==> config.mk <==
export PLATFORM = sky130hd
export DESIGN_NAME = universal_seq_ctrl
export DESIGN_NICKNAME = d
export VERILOG_FILES = /design/src/rtl/universal_seq_ctrl.sv
export SDC_FILE = /design/constraint.sdc
export NUM_CORES = 1
export LEC_CHECK = 0
export BUFFER_PORTS_ARGS = -buffer_cell sky130_fd_sc_hd__buf_2
export CORE_UTILIZATION = 47
export DETAILED_ROUTE_END_ITERATION = 6
export GPL_ROUTABILITY_DRIVEN = 1
export GPL_TIMING_DRIVEN = 0
export HOLD_SLACK_MARGIN = 0.15
export PLACE_DENSITY = 0.8
export SYNTH_ARGS = -nofsm -noshare
export SYNTH_HDL_FRONTEND = slang
export SYNTH_SLANG_ARGS = --single-unit
==> constraint.sdc <==
create_clock -name clk -period 1.75 [get_ports clk]
set_input_delay 0.175 -clock clk [delete_from_list [all_inputs] [get_ports clk]]
set_output_delay 0.175 -clock clk [all_outputs]
set_load 0.01 [all_outputs]
==> src/rtl/universal_seq_ctrl.sv <==
// universal_seq_ctrl
//   Command sequencer for a universal shift register. Accepts one command
//   (mode, load data, shift count) over a valid/ready handshake, loads the
//   register, applies exactly `count` shift cycles in the given mode,
//   captures the register output and returns it over a valid/ready response.
//
// Optional feature macro: UNIV_CTRL_ABORT_EN
//   When defined, adds `abort` (input) and `rsp_aborted` (output). Abort
//   during LOAD/SHIFT suppresses the register enable that cycle and jumps
//   to CAPTURE; the resulting response is flagged with rsp_aborted.
//
// Ports:
//   clk, rst                  clock (rising edge), async active-low reset
//   cmd_valid/cmd_ready       command handshake
//   cmd_mode/data/count       selector, parallel load value, shift count
//   sr_enable/l_s/selector/inp  drive to the shift register
//   sr_out                    register output
//   rsp_valid/rsp_ready       response handshake
//   rsp_data                  captured register output
//   busy                      high whenever not IDLE
//   abort, rsp_aborted        (UNIV_CTRL_ABORT_EN only)
module universal_seq_ctrl #(
    parameter int WIDTH = 4,
    parameter int SEL_W = 3,
    parameter int CNT_W = 4
) (
    input  logic             clk,
    input  logic             rst,
    input  logic             cmd_valid,
    output logic             cmd_ready,
    input  logic [SEL_W-1:0] cmd_mode,
    input  logic [WIDTH-1:0] cmd_data,
    input  logic [CNT_W-1:0] cmd_count,
    output logic             sr_enable,
    output logic             sr_l_s,
    output logic [SEL_W-1:0] sr_selector,
    output logic [WIDTH-1:0] sr_inp,
    input  logic [WIDTH-1:0] sr_out,
    output logic             rsp_valid,
    input  logic             rsp_ready,
    output logic [WIDTH-1:0] rsp_data,
    output logic             busy
`ifdef UNIV_CTRL_ABORT_EN
    ,
    input  logic             abort,
    output logic             rsp_aborted
`endif
);

    typedef enum logic [2:0] {
        IDLE    = 3'd0,
        LOAD    = 3'd1,
        SHIFT   = 3'd2,
        CAPTURE = 3'd3,
        RESP    = 3'd4
    } state_t;

    state_t             state_q, state_d;
    logic [SEL_W-1:0]   mode_q, mode_d;
    logic [WIDTH-1:0]   data_q, data_d;
    logic [CNT_W-1:0]   rem_q, rem_d;
    logic [WIDTH-1:0]   rsp_data_q, rsp_data_d;
    logic               active;
    logic               abort_hit;

    // Register is driven only in LOAD and SHIFT.
    assign active = (state_q == LOAD) || (state_q == SHIFT);

`ifdef UNIV_CTRL_ABORT_EN
    logic aborted_q, aborted_d;
    // Only input-to-output combinational path: abort gates the enable.
    assign abort_hit   = abort && active;
    assign rsp_aborted = aborted_q;
`else
    assign abort_hit   = 1'b0;
`endif

    always_comb begin
        state_d    = state_q;
        mode_d     = mode_q;
        data_d     = data_q;
        rem_d      = rem_q;
        rsp_data_d = rsp_data_q;
`ifdef UNIV_CTRL_ABORT_EN
        aborted_d  = aborted_q;
`endif
        case (state_q)
            IDLE: begin
                if (cmd_valid) begin
                    mode_d  = cmd_mode;
                    data_d  = cmd_data;
                    rem_d   = cmd_count;
                    state_d = LOAD;
                end
            end
            LOAD: begin
                if (abort_hit)
                    state_d = CAPTURE;
                else if (rem_q != '0)
                    state_d = SHIFT;
                else
                    state_d = CAPTURE;
            end
            SHIFT: begin
                if (abort_hit) begin
                    state_d = CAPTURE;
                end else begin
                    rem_d = rem_q - 1'b1;
                    // Leaving on remaining==1 yields exactly `count` shifts.
                    if (rem_q == {{(CNT_W-1){1'b0}}, 1'b1})
                        state_d = CAPTURE;
                end
            end
            CAPTURE: begin
                rsp_data_d = sr_out;
                state_d    = RESP;
            end
            RESP: begin
                if (rsp_ready) begin
                    state_d = IDLE;
`ifdef UNIV_CTRL_ABORT_EN
                    aborted_d = 1'b0;
`endif
                end
            end
            default: state_d = IDLE;
        endcase
`ifdef UNIV_CTRL_ABORT_EN
        if (abort_hit)
            aborted_d = 1'b1;
`endif
    end

    always_ff @(posedge clk or negedge rst) begin
        if (!rst) begin
            state_q    <= IDLE;
            mode_q     <= '0;
            data_q     <= '0;
            rem_q      <= '0;
            rsp_data_q <= '0;
`ifdef UNIV_CTRL_ABORT_EN
            aborted_q  <= 1'b0;
`endif
        end else begin
            state_q    <= state_d;
            mode_q     <= mode_d;
            data_q     <= data_d;
            rem_q      <= rem_d;
            rsp_data_q <= rsp_data_d;
`ifdef UNIV_CTRL_ABORT_EN
            aborted_q  <= aborted_d;
`endif
        end
    end

    // State-decoded outputs: reset forces IDLE, so sr_enable drops at once.
    assign sr_enable   = active && !abort_hit;
    assign sr_l_s      = (state_q == LOAD);
    assign sr_selector = active ? mode_q : '0;
    assign sr_inp      = data_q;
    assign rsp_valid   = (state_q == RESP);
    assign rsp_data    = rsp_data_q;
    assign busy        = (state_q != IDLE);
    assign cmd_ready   = (state_q == IDLE);

endmodule

# Yosys cells after proc, flatten, opt, wreduce, memory -nomap -nowiden
# Cells that the tools add are included.
# Widths: inputs -> output; s select.
word_totals:
  register_bits: 18
  in_bits: 19
  output_inout_bits: 16
  wordCells: 30
classes:
  addsub: 1
  n_eq_ne: 8
  muxes: 8
  n_reduce_logical: 8
op_table:
  columns: ["operator", "n"]
  rows:
  - ["$pmux 3 s5", 1]
  - ["$mux 3", 4]
  - ["$pmux 4 s2", 1]
  - ["$eq 3x2->1 const B", 2]
  - ["$eq 4x1->1 const B", 1]
  - ["$mux 4", 1]
  - ["$ne 2x1->1 const B", 2]
  - ["$reduce_and 2->1", 2]
  - ["$reduce_bool 4->1", 1]
  - ["$sub 4x1->4 const B", 1]
  - ["$eq 3x1->1 const B", 1]
  - ["$eq 3x3->1 const B", 1]
  - ["$logic_not 3->1", 1]
  - ["$reduce_and 3->1", 1]
  - ["$reduce_bool 3->1", 1]
  - ["$ne 2x2->1 const B", 1]
  - ["$reduce_bool 2->1", 1]
  - ["$logic_or 1x1->1", 1]
  - ["$mux 1", 1]

# Longest topological paths before layout
# Gate-level depths: netlist (run 1).
depth:
  depth_word: 3
  ltp_mapped: 5
  mapped_depth_nobuf: 5

# Worst setup path before layout (run 1)
# Ideal clock, no wire load.
synth_path:
  path_type: "register to register"
  startpoint: "register state_q[1]"
  endpoint: "register mode_q[0]"
  setup_time_ns: 0.125
  t_arrival_ns: 1.334
  required_time_ns: 1.625
  setup_slack_ns: 0.292
  stages_incl_launch_ff: 4
  n_path_buf: 1
  period_less_slack_ns: 1.458
  path_cell_list: "dfrtp_1 > buf_6 > nor4b_4 > mux2_2"
synth_between:
  elab_chain_len: 2
synth_rtl:
  columns: ["item", "line", "rtl"]
  rows:
  - ["start: declaration", "58", "state_t state_q, state_d;"]
  - ["start signal: assignment", "145", "state_q <= state_d;"]
  - ["$logic_not 3->1", "87", "case (state_q)"]
  - ["$reduce_and 2->1 (no line)", null, null]
  - ["end signal: assignment", "146", "mode_q <= mode_d;"]
  - ["end: declaration", "59", "logic [SEL_W-1:0] mode_q, mode_d;"]
# No other way between the ends.
# A chain may end at the register's enable or synchronous reset.

# Worst setup path in the final report (run 1)
layout_path:
  startpoint: "register state_q[0]"
  endpoint: "output sr_selector[0]"
layout_between:
  elab_chain_len: 3
  elab_cells_between_ends: 4
  classes_between: "eq/ne (2); mux (1); reduce/logical (1)"
layout_rtl:
  columns: ["item", "line", "rtl"]
  rows:
  - ["$eq 3x1->1 / $eq 3x2->1 (equally long branches)", "67", "assign active = (state_q == LOAD) || (state_q == SHIFT);"]
  - ["$logic_or 1x1->1 (*)", "67", null]
  - ["$mux 3 (*)", "159", "assign sr_selector = active ? mode_q : '0;"]
  - ["end: declaration", "36", "output logic [SEL_W-1:0] sr_selector,"]
# Mark *: on every way between the ends. The rest lies on a longest branch, timed or not.

==> impl_metrics.tcl, run 1 <==
set metrics [dict create \
    synth_top_cell_by_area "dfrtp_1" \
    cts_made_buffers 3 \
    wl_per_cell_um 13.3 \
    synth_cell_types 29 \
    fin_crit_ns 1.67 \
    crit_arrival_ns 1.49 \
    worst_slew_pin_slew_ns 0.615 \
    initial_core_util 0.514 \
    dieArea_sq_um 2130 \
    syn_nets 103 \
    maxCapViolCount 0 \
    crit_path_end_kind "output pin" \
    port_buffers 34 \
    syn_inst 82 \
    finClkSkew_ns 0.0125 \
    drv_slew 0 \
    p_leak_nw 0.648 \
    cp-start-kind "flip-flop" \
    ir_drop_mv 1.02 \
    firstDrtPassIters 5 \
    cts_max_path_buffers 2 \
    cts_sinks 18 \
    setup_viol 0 \
    hold_class "primary input to flip-flop" \
    grt_pass1_vias 809 \
    antenna_found_initial 0 \
    core_sq_um 1780 \
    vias 817 \
    status "finished clean" \
    synthToLayoutAreaGrowth_pct 46.0 \
    netlist_area_sq_um 917 \
    io_pins 35 \
    post-route-period-util 0.954 \
    critPathKind "flip-flop to output pin" \
    grt_use_total 0.237 \
    final_net_count 159 \
    remaining_drc_errors 0 \
    p_per_area_nw_per_um2 1760 \
    grt_pass1_wl_um 3510 \
    synth_warnings 0 \
    viasPerCell 5.04 \
    gp_congestion 0.749 \
    hold_viol_final 0 \
    rsz0062_at_grt "false" \
    die_h_um 46.2 \
    synth_top_area_frac 0.491 \
    rows 15 \
    grt_max_degree 19 \
    ys_ff_latch 18 \
    post-route-util 0.751 \
    cts_tree "yes" \
    clk_latency_ns 0.30 \
    setup_tns_ns 0 \
    first_iter_violations 16 \
    clockRootBuffer "clkbuf_4" \
    max_slew_margin 0.588 \
    routed_wl_um 2160 \
    fmax_mhz 599 \
    place_hpwl_um 1400 \
    antenna_left 0 \
    synth.avg_cell_area_sq_um 11.2 \
    htree_levels 1 \
    cp_max_fo 10 \
    yosys-top-cells-area "dfrtp_1 (49%), mux2_2 (14%), nor2_1 (3.3%)" \
    globalRouteOverflowTotal 0 \
    die_w_um 46.2 \
    layout-drive-gt1-share 0.423 \
    diodes 0 \
    yosysSeqAreaShare 0.491 \
    clk_pin_slew_ns 0.11 \
    required_ns 1.57 \
]
-- final cells by class --
type                       instances  area (sq um)
fill                             125           444
inverter                           6          22.5
buffer                             4          28.8
clock buffer                       4          36.3
timing repair buffer              51           338
tap                               25          31.3
multi-input combinational         54           430
sequential                        18           452
-- state kept, by name, summed over array words and instances, names as in the netlist --
| register | flops |
|---|---|
| mode_q | 3 |
| rem_q | 4 |
| rsp_data | 4 |
| sr_inp | 4 |
| state_q | 3 |
-- cell usage in the layout (no fill, tap or decap) --
cell	Yosys	final
a2111oi_1	0	1
nor4bb_1	1	1
clkbuf_2	0	1
dlygate4sd3_1	0	16
nor2b_1	2	2
nand2b_1	1	1
a21o_1	1	1
inv_1	6	6
o31a_1	1	1
buf_2	2	35
nor4b_4	1	1
or3_1	1	1
nor3_1	2	2
dfrtp_1	18	17
o21ai_0	2	2
nor4_1	3	3
clkbuf_8	0	1
and2_1	3	3
nor3b_1	1	1
dfrtp_2	0	1
nand2_1	2	2
a21oi_1	1	1
nor2_2	0	1
buf_6	1	1
a2111oi_0	2	1
o211ai_1	1	1
clkbuf_4	0	3
nand3b_1	3	3
o21a_1	2	2
buf_4	0	2
mux2_2	11	11
a211oi_1	1	1
ha_1	2	2
nor2_1	8	7
a311oi_1	1	1
xnor2_2	0	1
-- synth_stat cells (all sizes together) --
library cell   n
dfrtp         18
mux2          11
nor2           8
inv            6
and2           3
buf            3
nand3b         3
nor4           3
a2111oi        2
ha             2
nand2          2
nor2b          2
nor3           2
o21a           2
o21ai          2
a211oi         1
a21o           1
a21oi          1
a311oi         1
clkbuf         1
nand2b         1
nor3b          1
nor4b          1
nor4bb         1
o211ai         1
o31a           1
or3            1
xnor2          1
-- report_power, final --
part / switching, mW / internal [mW] / total, mW
logic: 0.652 / 0.654 / 1.31
registers: 0.156 / 0.635 / 0.791
clock network: 0.133 / 0.127 / 0.260
-- metal layers --
layer | global-route usage | share of wire
met1 | 0.289 | 0.41
met2 | 0.400 | 0.54
met3 | 0.0510 | 0.033
met4 | 0.106 | 0.013
met5 | 0 | 0
-- logic make-up (layout without fill, tap and decap cells) --
logic type | after synthesis | after routing | synth area share
simple gates | 28 | 28 | 0.190
flops | 18 | 18 | 0.491
compound gates | 12 | 12 | 0.0955
mux | 11 | 11 | 0.135
buf+inv | 10 | 65 | 0.0518
fa+ha+maj | 2 | 2 | 0.0273
xor+xnor | 1 | 1 | 0.00955
-- path summary, 6_finish.rpt --
kind | startpoint | endpoint | slack, ns | cells after the start
min in group asynchronous | rst | rem_q[1] | 0.31 | 2
hold reg to reg | rsp_data[1] | rsp_data[1] | 0.51 | 1
setup / recovery | state_q[0] | sr_selector[0] | 0.08 | 5
hold / removal | cmd_valid | rem_q[3] | 0.27 | 3
setup reg to reg | state_q[1] | mode_q[1] | 0.11 | 3
max in group asynchronous | rst | rem_q[0] | 1.14 | 2
-- worst max-delay path: stages, from the launching register on --
cell and delay, ns:
dfrtp_1 0.39, buf_4 0.17, xnor2_2 0.14, nor2_2 0.19, and2_1 0.16, buf_2 0.14
-- stage by stage --
stage	instances	total power, mW	hold WS (ns)	area (sq um)	worst slack [ns]
after floorplan	82	1.60	-0.121	917	0.292
after global placement	141	1.93	0.122	1120	0.151
after detailed placement	141	1.99	0.124	1120	0.0859
after CTS	160	2.27	0.156	1310	0.0153
after global routing	162	2.55	0.267	1340	0.00327
final	162	2.36	0.265	1340	0.0807
-- timing repair --
action | in CTS | in global routing
gates resized for setup | 0 | 8
hold buffers | 15 | 1
setup buffers | 0 | 1
endpoints found under the hold margin | 32 | 1
setup endpoints to repair | 0 | 6
(Power assumes the default switching activity.)
==> run 2, diff against run 1 <==
--- a/config.mk
+++ b/config.mk
@@ -12,6 +12,7 @@
 export GPL_TIMING_DRIVEN = 0
 export HOLD_SLACK_MARGIN = 0.15
 export PLACE_DENSITY = 0.8
+export SKIP_CTS_REPAIR_TIMING = 1
 export SYNTH_ARGS = -nofsm -noshare
 export SYNTH_HDL_FRONTEND = slang
 export SYNTH_SLANG_ARGS = --single-unit
==> constraint.sdc (replaced) <==
create_clock -name clk -period 1.88 [get_ports clk]
set_input_delay 0.188 -clock clk [delete_from_list [all_inputs] [get_ports clk]]
set_output_delay 0.188 -clock clk [all_outputs]
set_load 0.01 [all_outputs]
==> impl_metrics.tcl, run 2 (synthesized netlist as in run 1, its figures left out) <==
set metrics [dict create \
    status "finished clean" \
    cp-start-kind "flip-flop" \
    finalWorstSetupSlack_ns 0.131 \
    clk_latency_ns 0.30 \
    grt_pass1_wl_um 3000 \
    routed_wl_um 2090 \
    drv_slew 0 \
    firstDrtPassIters 4 \
    first_iter_violations 15 \
    diodes 0 \
    cts_made_buffers 3 \
    worst_slew_pin_slew_ns 0.618 \
    hold_viol_final 0 \
    hold_slack_ns 0.128 \
    critPathKind "flip-flop to output pin" \
    p_leak_nw 0.628 \
    gp_congestion 0.749 \
    setup_tns_ns 0 \
    p_per_area_nw_per_um2 1640 \
    post-route-util 0.728 \
    cp_top_family "flip-flops" \
    crit_chain "buf_2 -> xnor2_1 -> nor2_2 -> and2_1 -> buf_2" \
    worst-path-buf-inv 2 \
    grt_use_total 0.202 \
    die_h_um 46.2 \
    synthToLayoutAreaGrowth_pct 41.5 \
    remaining_drc_errors 0 \
    die_w_um 46.2 \
    pre_cts_ws_ns 0.216 \
    ir_drop_mv 0.950 \
    fin_crit_ns 1.75 \
    port_buffers 34 \
    antenna_found_initial 0 \
    fmax_mhz 572 \
    final_cell_mix "buf_2 (36), dfrtp_1 (18), dlygate4sd3_1 (14)" \
    slowest_stage "dfrtp_1" \
    rows 15 \
    instances_no_fill 159 \
    globalRouteOverflowTotal 0 \
    cts_tree "yes" \
    hold_class "primary input to flip-flop" \
    final_common_cell "buf_2" \
    crit_arrival_ns 1.56 \
    crit_path_end_kind "output pin" \
    grt_max_degree 19 \
    clockRootBuffer "clkbuf_4" \
    post-route-period-util 0.931 \
    htree_levels 1 \
    grt_util_met1 0.257 \
    rsz0062_at_grt "false" \
    viasPerCell 5.04 \
    cts_sinks 18 \
    place_hpwl_um 1400 \
    crit_top_cell "buf_2" \
    wl_per_cell_um 13.1 \
    cts_max_path_buffers 2 \
    use_met3 0.0392 \
    antenna_left 0 \
    core_sq_um 1780 \
    max_slew_margin 0.586 \
    grtUsageMet2 0.327 \
    required_ns 1.69 \
    cp_max_fo 10 \
    dieArea_sq_um 2130 \
    busiest_layer "met2" \
    layout-drive-gt1-share 0.403 \
    initial_core_util 0.514 \
    clk_pin_slew_ns 0.11 \
    dpl.cell_count 141 \
    grt_pass1_vias 703 \
    final_net_count 156 \
    setup_viol 0 \
    io_pins 35 \
    finClkSkew_ns 0.0103 \
    regToRegSetupSlack_ns 0.20 \
    maxCapViolCount 0 \
    max_stage_delay_ns 0.43 \
    vias 802 \
]
==> run 2: worst register-to-register path, stage by stage, from the launching register on <==
cell,delay (ns)
dfrtp_1,0.46
inv_1,0.07
ha_1,0.23
nor4bb_1,0.14
o21a_1,0.18
a2111oi_0,0.45
==> run 2: layout make-up <==
cell class                      count  area (sq um)
Buffer                              4          25.0
Clock buffer                        4          36.3
Fill cell                         133           485
Inverter                            6          22.5
Multi-Input combinational cell     54           422
Sequential cell                    18           450
Tap cell                           25          31.3
Timing Repair Buffer               48           310
==> run 2: metrics by stage <==
step / power, mW / instance area [sq um]
after global placement: 1.80 / 1120
after global routing: 2.31 / 1300
after floorplan: 1.49 / 917
after CTS: 2.09 / 1150
after detailed placement: 1.85 / 1120
final: 2.13 / 1300
==> run 2: where the power goes <==
part | switching [mW] | internal, mW | leakage (nW) | total (mW)
Combinational | 0.589 | 0.567 | 0.393 | 1.16
Clock | 0.121 | 0.118 | 0.0210 | 0.239
Sequential | 0.147 | 0.588 | 0.214 | 0.735
Total | 0.857 | 1.27 | 0.628 | 2.13
==> run 2: layer usage <==
layer	wire, um	part of all wire	up-vias
met5	0	0	-
met2	1130	0.54	21
met3	74	0.035	2
li1	-	-	400
met4	10	0.0048	0
met1	872	0.42	379
==> run 2: path summary, 6_finish.rpt <==
path | from | end | cells past startpoint
min in group asynchronous | rst | rem_q[1] | 2
setup / recovery | state_q[0] | sr_selector[0] | 5
hold reg to reg | mode_q[2] | mode_q[2] | 1
hold / removal | cmd_count[1] | rem_q[1] | 3
max in group asynchronous | rst | rsp_data[1] | 2
setup reg to reg | rem_q[0] | rem_q[2] | 5
